<file path="src/rtl/xilinx_distram_fifo.sv">
// Single-clock FIFO over a dual-port distributed LUT RAM (async read port)
// with a registered valid/ready output stage; COUNT covers RAM plus output reg.
module xilinx_distram_fifo #(
  parameter int ADDR_WIDTH = 5,
  parameter int DATA_WIDTH = 8
) (
  input  logic                  CLK,
  input  logic                  RST,
  input  logic [DATA_WIDTH-1:0] S_DATA,
  input  logic                  S_VALID,
  output logic                  S_READY,
  output logic [DATA_WIDTH-1:0] M_DATA,
  output logic                  M_VALID,
  input  logic                  M_READY,
  output logic [ADDR_WIDTH:0]   COUNT
);
  localparam int DEPTH = 2**ADDR_WIDTH;
  localparam logic [ADDR_WIDTH:0] DEPTH_C = (ADDR_WIDTH+1)'(DEPTH);

  logic [DATA_WIDTH-1:0] ram [DEPTH];
  logic [ADDR_WIDTH-1:0] wr_ptr, rd_ptr;
  logic [ADDR_WIDTH:0]   ram_cnt, ram_cnt_next;
  logic [DATA_WIDTH-1:0] dpo;
  logic                  push, load;

  assign push = S_VALID && S_READY;
  assign load = (ram_cnt != '0) && (!M_VALID || M_READY);
  assign dpo  = ram[rd_ptr];
  assign COUNT = ram_cnt + (ADDR_WIDTH+1)'(M_VALID);

  always_comb begin
    ram_cnt_next = ram_cnt;
    case ({push, load})
      2'b10:   ram_cnt_next = ram_cnt + (ADDR_WIDTH+1)'(1);
      2'b01:   ram_cnt_next = ram_cnt - (ADDR_WIDTH+1)'(1);
      default: ram_cnt_next = ram_cnt;
    endcase
  end

  // RAM is never reset; empty implies rd_ptr == wr_ptr so stale words are unreachable.
  always_ff @(posedge CLK) begin
    if (push) ram[wr_ptr] <= S_DATA;
  end

  always_ff @(posedge CLK) begin
    if (RST) begin
      wr_ptr  <= '0;
      rd_ptr  <= '0;
      ram_cnt <= '0;
      S_READY <= 1'b0;
      M_VALID <= 1'b0;
      M_DATA  <= '0;
    end else begin
      ram_cnt <= ram_cnt_next;
      S_READY <= (ram_cnt_next < DEPTH_C);
      if (push) wr_ptr <= wr_ptr + ADDR_WIDTH'(1);
      if (load) begin
        rd_ptr  <= rd_ptr + ADDR_WIDTH'(1);
        M_DATA  <= dpo;
        M_VALID <= 1'b1;
      end else if (M_VALID && M_READY) begin
        M_VALID <= 1'b0;
      end
    end
  end
endmodule

</file>
<file path="config.mk">
export PLATFORM = sky130hd
export DESIGN_NAME = xilinx_distram_fifo
export DESIGN_NICKNAME = d
export VERILOG_FILES = /design/src/rtl/xilinx_distram_fifo.sv
export SDC_FILE = /design/constraint.sdc
export NUM_CORES = 1
export LEC_CHECK = 0
export CAP_MARGIN = 20
export CORE_UTILIZATION = 52
export CTS_BUF_LIST = sky130_fd_sc_hd__clkbuf_2 sky130_fd_sc_hd__clkbuf_4 sky130_fd_sc_hd__clkbuf_8
export DETAILED_ROUTE_END_ITERATION = 10
export GPL_TIMING_DRIVEN = 0
export MAX_ROUTING_LAYER = met4
export PLACE_DENSITY = 0.69
export SETUP_SLACK_MARGIN = 0.3
export SYNTH_ARGS = -nofsm -noshare
export SYNTH_HDL_FRONTEND = slang
export SYNTH_SLANG_ARGS = --single-unit
</file>
<file path="constraint.sdc">
create_clock -name CLK -period 5.96 [get_ports CLK]
set_input_delay 1.49 -clock CLK [delete_from_list [all_inputs] [get_ports CLK]]
set_output_delay 1.49 -clock CLK [all_outputs]
set_load 0.05 [all_outputs]
</file>
==> results.txt, run 1 <==
- Run status: finished, final reports clean
* Number of resized instances in the post-cts repair step: 0
- Number of optimization iterations in the first detailed-route pass: 5
- Counting instances, the worst hold path has a depth of 1.
* Launch point of the worst path: M_READY
- For this design, the CTS-stage hold fixing added 0 buffers.
* Worst-case vdd ir drop: 0.314 mV
- Net switching power of the design: 1610 uW
* Cell-by-cell trace of the critical path: clkdlybuf4s50_1 -> inv_1 -> a32oi_1 -> ha_1 -> ha_1 -> or3b_1 -> o311ai_1 -> mux2i_1
- Combinational Power Share: 28.1%
- Setup violation total in the final timing report: 0
* Clock sinks: 282
- The cell that appears most often on the critical path is sky130_fd_sc_hd__ha_1.
* Detailed-route via count: 5950
- Post-route setup slack: 1680 ps
- Detailed placement finished with a half-perimeter wire length of 14700 um.
- For flop-to-flop paths, the worst setup slack is 2520 ps.
- RSZ-0062 raised after global routing: false
- The sequential cells in the finished layout cover a total of 0.00821 mm^2.
- Clock tree from TritonCTS: yes
- Internal power comes to 3750 uW.
- The worst setup path is captured at a flop.
- Reported leakage power: 0.00417 uW
- The slowest stage of the critical path is the sky130_fd_sc_hd__a32oi_1 cell.
* Global route total overflow: 0
- Count of buffers inserted at the top-level ports: 27
- Top flip-flop cell by instance count after synthesis: sky130_fd_sc_hd__edfxtp_1
- Slowest stage delay, CP: 800 ps
- Synthesis handed over a netlist of 600 instances.
* Crit path buffers/inverters: 2
- Vias in the first global route: 6082
* Antenna violations before repair: 0
- Grt met1 use: 29.7%
* Distinct cell type count of the synthesized netlist: 47
- met2 is the most crowded layer.
- In this run the post-CTS setup repair buffer count came out at 0.
- Switching part of the total: 30.0%
- TritonCTS created 44 clock buffers.
- The first global-routing pass estimated 35400 um of wire.
- At the placement stage, the worst setup path has a slack of 1200 ps.
* Flop pwr share: 42.8%
- During I/O placement, the number of pins put on the boundary was 28.
* # nets final: 707
- In this run the remaining antenna-violating nets after routing total 0.
- Counting buffers and inverters, the worst setup path is 8 cells deep.
* Global placer's final weighted congestion: 0.816
- The synthesized design contains 282 register bits.
- Top-area cell type share of the netlist area: 68.4%
- Layout cells sized above 1: 21.0%
- Once the floorplan was initialized, standard cells occupied 53.3% of the core.
- By count the netlist is led by sky130_fd_sc_hd__edfxtp_1, sky130_fd_sc_hd__nor2_1, sky130_fd_sc_hd__mux4_2, sky130_fd_sc_hd__mux2i_1, sky130_fd_sc_hd__dfxtp_1.
- Average detailed-routed wire length per instance: 23.4 um
- Portion of total power attributed to the clock network: 29.1%
- At the pin with the least slew margin, the transition time is 1080 ps.
- Max-cap violations in this run came to 0.
- Mean number of vias per cell: 6.01
* Depth of the CTS H-tree: 2
- The tightest min-delay check is of the flop to flop type.
- The total area inside the core boundary comes to 0.0211 mm^2.
* Area growth from synthesis to layout: 14.6%
- In the global route stage, overall resource usage came out at 22.6%.
- The die is 149 um tall.
- For this run, the number of Yosys warnings is 0.
* Filler cell count in the final layout: 1571
- The floorplan has 53 rows.
- Clock latency on the worst-skew pair: 550 ps
- Arrival time at the worst endpoint: 4730 ps
- The setup path with the least slack is of type input pin to flop.
* Horiz. Die Dim: 149 um
- Antenna diode count: 0
- Largest buffer count on any clock path: 3
* Placed cell count: 903
- Derived from the worst setup path, the maximum achievable clock frequency is 234 MHz.
- STA puts the critical path data required time at 6410 ps.
- Pin count of the biggest net entering global routing: 33
- Of the available clock period, the critical path in the final layout requires 71.8%.
* Power density normalized to cell area: 416 mW/mm^2
- Die ar.: 0.0222 mm^2
- Once layout is done, the placed cells without fillers occupy 0.0129 mm^2.
* DRT Wirelength: 23200 um
- For this run, the register share of the synthesized area comes to 73.1%.
- sky130_fd_sc_hd__edfxtp_1 takes more of the synthesized area than any other cell.
* Clk Tree Root Cell: sky130_fd_sc_hd__clkbuf_8
* Fin Clk Skew: 26.0 ps
- Max-Slew Margin vs Limit: 27.7%
* Aggregate negative setup slack: 0 ps
- Most common cell in the netlist: sky130_fd_sc_hd__edfxtp_1
* Critical path launch point type: input pin
* Met3 track demand over resource in global routing: 4.40%
- 1st-iter DRT viols: 505
* Main area contributors after synthesis: sky130_fd_sc_hd__edfxtp_1, sky130_fd_sc_hd__mux4_2, sky130_fd_sc_hd__dfxtp_1, sky130_fd_sc_hd__mux2i_1, sky130_fd_sc_hd__nor2_1
- Proportion of register bits with asynchronous set or reset after synthesis: 0%
- Met2 Use GR: 35.3%
- The number of endpoints with negative hold slack in the final report came to 0.
- The synthesized design contains 256 enable-type register cells.
* Post-synth design cell area: 0.0112 mm^2
- Family with the most delay on the worst path: compound AO/OA/AOI/OAI gates
- In the routed design, unresolved DRC markers number 0.
- Average footprint of a synthesized cell: 18.7 um^2
- Crit Reg-Reg Startpoint: ram_cnt[2]
- Net count after synthesis: 625
* Number of non-filler instances in the completed layout: 990
* CP Max Fanout: 10
- Startpoint of the tightest hold check path: M_DATA[6]
- Clock transition time at the flip-flop clock pins of the worst setup and hold paths: 60 ps
- Counting cells, the worst reg-to-reg path comes to 7.
- The max-slew violation total from the final report came to 0.
- The smallest clock period supported by the final layout is computed as 4280 ps.
- Instance area after placement: 0.0119 mm^2
- Summing all multi-input logic gate instances after layout gives 0.00283 mm^2.
-- logic make-up after synthesis --
group,Yosys count,synth area share [%]
xor gates and xnor gates,16,1.25
muxes,86,13.3
and+or+nand+nor,94,3.98
DFF,282,73.1
AOI/OAI and AO/OA,72,5.06
buffers and inverters,37,1.83
adders and majority gates,13,1.51
-- area by class of cell --
type / count / area share [%]
sequential: 282 / 63.7
multi-input combinational: 281 / 21.9
clock buffer: 70 / 6.36
timing repair buffer: 36 / 3.38
tap: 275 / 2.67
buffer: 31 / 1.42
clock inverter: 9 / 0.301
inverter: 6 / 0.175
-- placed cells by master (no fill, tap or decap), drive strengths merged, types with 3 or more instances in the layout --
cell type | netlist | final
or3b | 3 | 3
xnor2 | 8 | 8
nand2 | 11 | 11
dfxtp | 26 | 26
o221ai | 8 | 8
nand4 | 4 | 4
a21oi | 19 | 19
a2111oi | 8 | 8
xor2 | 8 | 8
a22oi | 8 | 8
edfxtp | 256 | 256
a22o | 14 | 14
clkinv | 0 | 9
ha | 12 | 12
clkbuf | 16 | 86
nand3 | 5 | 5
mux4 | 49 | 49
buf | 15 | 24
inv | 6 | 6
nand3b | 3 | 3
nor2b | 4 | 4
o22ai | 7 | 7
mux2i | 37 | 37
clkdlybuf4s50 | 0 | 27
nor2 | 51 | 51
-- metrics by stage --
step / hold slack (ps) / utilization (%) / power, uW
floorplan: 482 / - / 3410
global placement: 469 / 56.2 / 3800
detailed placement: 471 / 56.2 / 3830
CTS: 489 / 60.3 / 5380
global route: 518 / 61.1 / 5580
finish: 492 / 61.1 / 5360
-- path summary, 6_finish.rpt --
path | to
max | flop
min | M_DATA[6]
max reg2reg | flop
min reg2reg | M_DATA[6]
-- sequential cells by signal, summed over array words and instances (netlist names), named ones only --
name / count
ram: 256
M_DATA: 8
ram_cnt: 5
rd_ptr: 5
wr_ptr: 5
M_VALID: 1
S_READY: 1
-- power by group through the flow --
stage,clock network [uW],registers (uW),logic [uW]
2_1_floorplan,0,2430,979
3_3_place_gp,0,2330,1470
3_5_place_dp,0,2340,1500
4_1_cts,1590,2300,1500
5_1_grt,1670,2300,1610
6_report,1560,2290,1500
-- metal layers --
metal	share of wire, %	vias to the layer above
met1	41	3038
met5	0	-
li1	-	2605
met3	6.9	57
met4	3.0	0
met2	49	250
Power figures use the tool's default switching activity.
==> run 2, diff against run 1 <==
--- a/config.mk
+++ b/config.mk
@@ -11,7 +11,7 @@
 export DETAILED_ROUTE_END_ITERATION = 10
 export GPL_TIMING_DRIVEN = 0
 export MAX_ROUTING_LAYER = met4
-export PLACE_DENSITY = 0.69
+export PLACE_DENSITY = 0.71
 export SETUP_SLACK_MARGIN = 0.3
 export SYNTH_ARGS = -nofsm -noshare
 export SYNTH_HDL_FRONTEND = slang
==> constraint.sdc (replaced) <==
create_clock -name CLK -period 3.9 [get_ports CLK]
set_input_delay 0.975 -clock CLK [delete_from_list [all_inputs] [get_ports CLK]]
set_output_delay 0.975 -clock CLK [all_outputs]
set_load 0.05 [all_outputs]
==> results.txt, run 2 (synthesized netlist as in run 1, its figures left out) <==
* Average detailed-routed wire length per instance: 22.6 um
- Setup violations remaining at the end of the flow were counted as 0.
* Crit path time final: 3380 ps
- Overall global routing resource usage: 22.1%
* Worst endpoint required time: 4360 ps
- Ranked by flip-flop count, first place goes to ram.
- STA classifies the critical path startpoint as an input pin.
- RSZ-0062 raised after global routing: false
- In this run the most critical hold path is launched from M_DATA[6].
- The filler cells instantiated in the layout total 1479.
- Least-Margin Pin Slew: 934 ps
* Clock transition time at the flip-flop clock pins of the worst setup and hold paths: 60 ps
- Worst reg2reg endpoint: S_READY
* Antenna diode count: 0
* F_max: 296 MHz
* Final hold violation count: 0
* Count of hold buffers inserted by post-cts repair: 0
- Power spread over the standard cell area amounts to 656 mW/mm^2.
- Area of the core: 0.0211 mm^2
- The count of buffers added on input and output ports is 27.
* # nets final: 708
* Detailed-route via count: 5799
- DRT Wirelength: 22400 um
* Number of optimization iterations in the first detailed-route pass: 5
* Run status: finished, final reports clean
* Switching part of the total: 29.2%
- Once detail routing completed, the nets flagged for antenna violations numbered 0.
- TritonCTS built the clock tree.
- Instance area after placement: 0.0119 mm^2
* Internal power contribution: 6070 uW
* Clock latency on the worst-skew pair: 550 ps
- Die ar.: 0.0222 mm^2
- Class of the tightest hold or removal check: flop to flop
- Total area of multi-input combinational cells: 0.00284 mm^2
* Number of pins with negative max-slew slack in the final report: 0
- The register with the most flip-flops in the layout has 256 of them.
- Buffers inserted during clock tree synthesis total 44.
* Portion of total power attributed to the clock network: 32.1%
- Kind of end point of the critical path: flop
- Crit Reg-Reg Startpoint: ram_cnt[0]
- Measured along the x axis, the die boundary spans 149 um.
- In the routed layout, each cell is associated on average with a via count of 5.85.
- Reported leakage power: 0.00427 uW
- The tool flagged a number of max-cap violations equal to 0.
- The largest registers in the layout are ram: 256 flops, M_DATA: 8 flops.
- Buffers added to address setup during post-CTS repair amount to 0.
- Worst Hold Path EP: M_DATA[6]
- The setup check on the worst reg-to-reg path leaves a slack of 840 ps.
- Leaving out fill and tap cells, the most frequent cell in the layout is sky130_fd_sc_hd__edfxtp_1.
* Layout cells sized above 1: 21.6%
- The critical path in this run is classified as input pin to flop.
- The initial utilization of the core area, before any placement, comes to 53.3%.
- Combinational Power Share: 26.9%
- The H-tree generated during clock tree synthesis spans 2 levels.
- Top library cells by usage in the layout, fill and taps aside: sky130_fd_sc_hd__edfxtp_1, sky130_fd_sc_hd__clkbuf_8, sky130_fd_sc_hd__nor2_1
- For this run, the slowest stage of the critical path takes 530 ps.
- Global route total overflow: 0
* Number of DRC violations after detailed routing: 0
- Vias in the first global route: 6023
- Clock sinks: 282
- Pin count of the biggest net entering global routing: 33
- Slowest stage cell, crit path: sky130_fd_sc_hd__a32oi_2
- The HPWL after detailed placement is 14700 um.
- Summing all flip-flop and latch instances after layout gives 0.00821 mm^2.
- For the worst flop-to-flop path, the logic depth is 9.
- The clock arrives with 28.0 ps of skew.
- Counting instances, the worst hold path has a depth of 1.
* Antenna violations before repair: 0
* 1st-iter DRT viols: 419
- Traced cell by cell, the critical path runs through clkdlybuf4s50_1 -> inv_1 -> a32oi_2 -> ha_1 -> ha_1 -> a21o_1 -> a21oi_1 -> o21ai_0 -> o311ai_2 -> mux2i_1.
- The final critical path takes up 86.6% of the cycle.
- Headroom to the max-slew limit came out at 37.5%.
- Data arrives at the worst endpoint at 3840 ps.
- CP Max Fanout: 10
* Flop pwr share: 40.9%
- In the final timing run, aggregate negative setup slack is 0 ps.
- The cell sitting at the root of the clock tree is a sky130_fd_sc_hd__clkbuf_8.
- Worst-case vdd ir drop: 0.584 mV
* Number of resized instances in the post-cts repair step: 1
- After routing the design area is 0.0131 mm^2.
- From bottom edge to top edge, the die measures 149 um.
* Global placer's final weighted congestion: 0.793
- Net switching power of the design: 2500 uW
- Largest buffer count on any clock path: 3
- During I/O placement, the number of pins put on the boundary was 28.
* WHS: 494 ps
- Area growth from synthesis to layout: 16.2%
- The first global-routing pass estimated 34800 um of wire.
- In this run the core area contains 53 standard-cell rows.
- By instance count, the cell type seen most on the critical path is sky130_fd_sc_hd__ha_1.
[run 2: stage by stage]
step	utilization (%)	cells	total power, uW	setup slack, ps
3_5_place_dp	56.4	906	5850	-404
5_1_grt	61.9	992	8920	385
4_1_cts	61.3	986	8600	359
6_report	61.9	992	8570	521
2_1_floorplan	-	600	5210	802
3_3_place_gp	56.2	902	5800	-237
[run 2: metal layers]
| metal | part of all wire [%] | routed length (um) | GRT usage (%) |
|---|---|---|---|
| met1 | 43 | 9560 | 29.0 |
| met2 | 49 | 11100 | 34.2 |
| met3 | 5.7 | 1280 | 4.83 |
| met4 | 2.4 | 538 | 7.91 |
| met5 | 0 | 0 | - |
[run 2: worst max-delay path, delay by kind of cell]
kind	cells	cell delay (ps)
buf+inv	2	530
compound gates	5	1280
mux	1	240
fa+ha+maj	2	800
[run 2: power groups by stage]
stage | Clock, uW | Sequential [uW] | Combinational [uW]
final | 2750 | 3510 | 2310
after CTS | 2800 | 3510 | 2290
after global placement | 0 | 3560 | 2230
after floorplan | 0 | 3710 | 1500
after detailed placement | 0 | 3570 | 2280
after global routing | 2940 | 3520 | 2460
[run 2: final cells by class]
class                   instances  area share [%]
multi-input cells             281            21.7
clock inverters                17            1.62
flip-flops and latches        282            62.9
inverters                       6           0.172
clock buffers                  63            6.11
repair buffers                 37            3.49
well taps                     275            2.63
plain buffers                  31            1.40
[run 2: how the worst max path moves through the flow]
stage / startpoint / endpoint / slack, ps / cells after the start
2_1_floorplan: S_VALID / S_READY / 800 / 8
3_3_place_gp: M_READY / S_READY / -240 / 8
3_5_place_dp: M_READY / S_READY / -400 / 8
4_1_cts: ram_cnt[0] / COUNT[4] / 360 / 5
5_1_grt: ram_cnt[0] / COUNT[3] / 390 / 4
6_report: M_READY / S_READY / 520 / 10
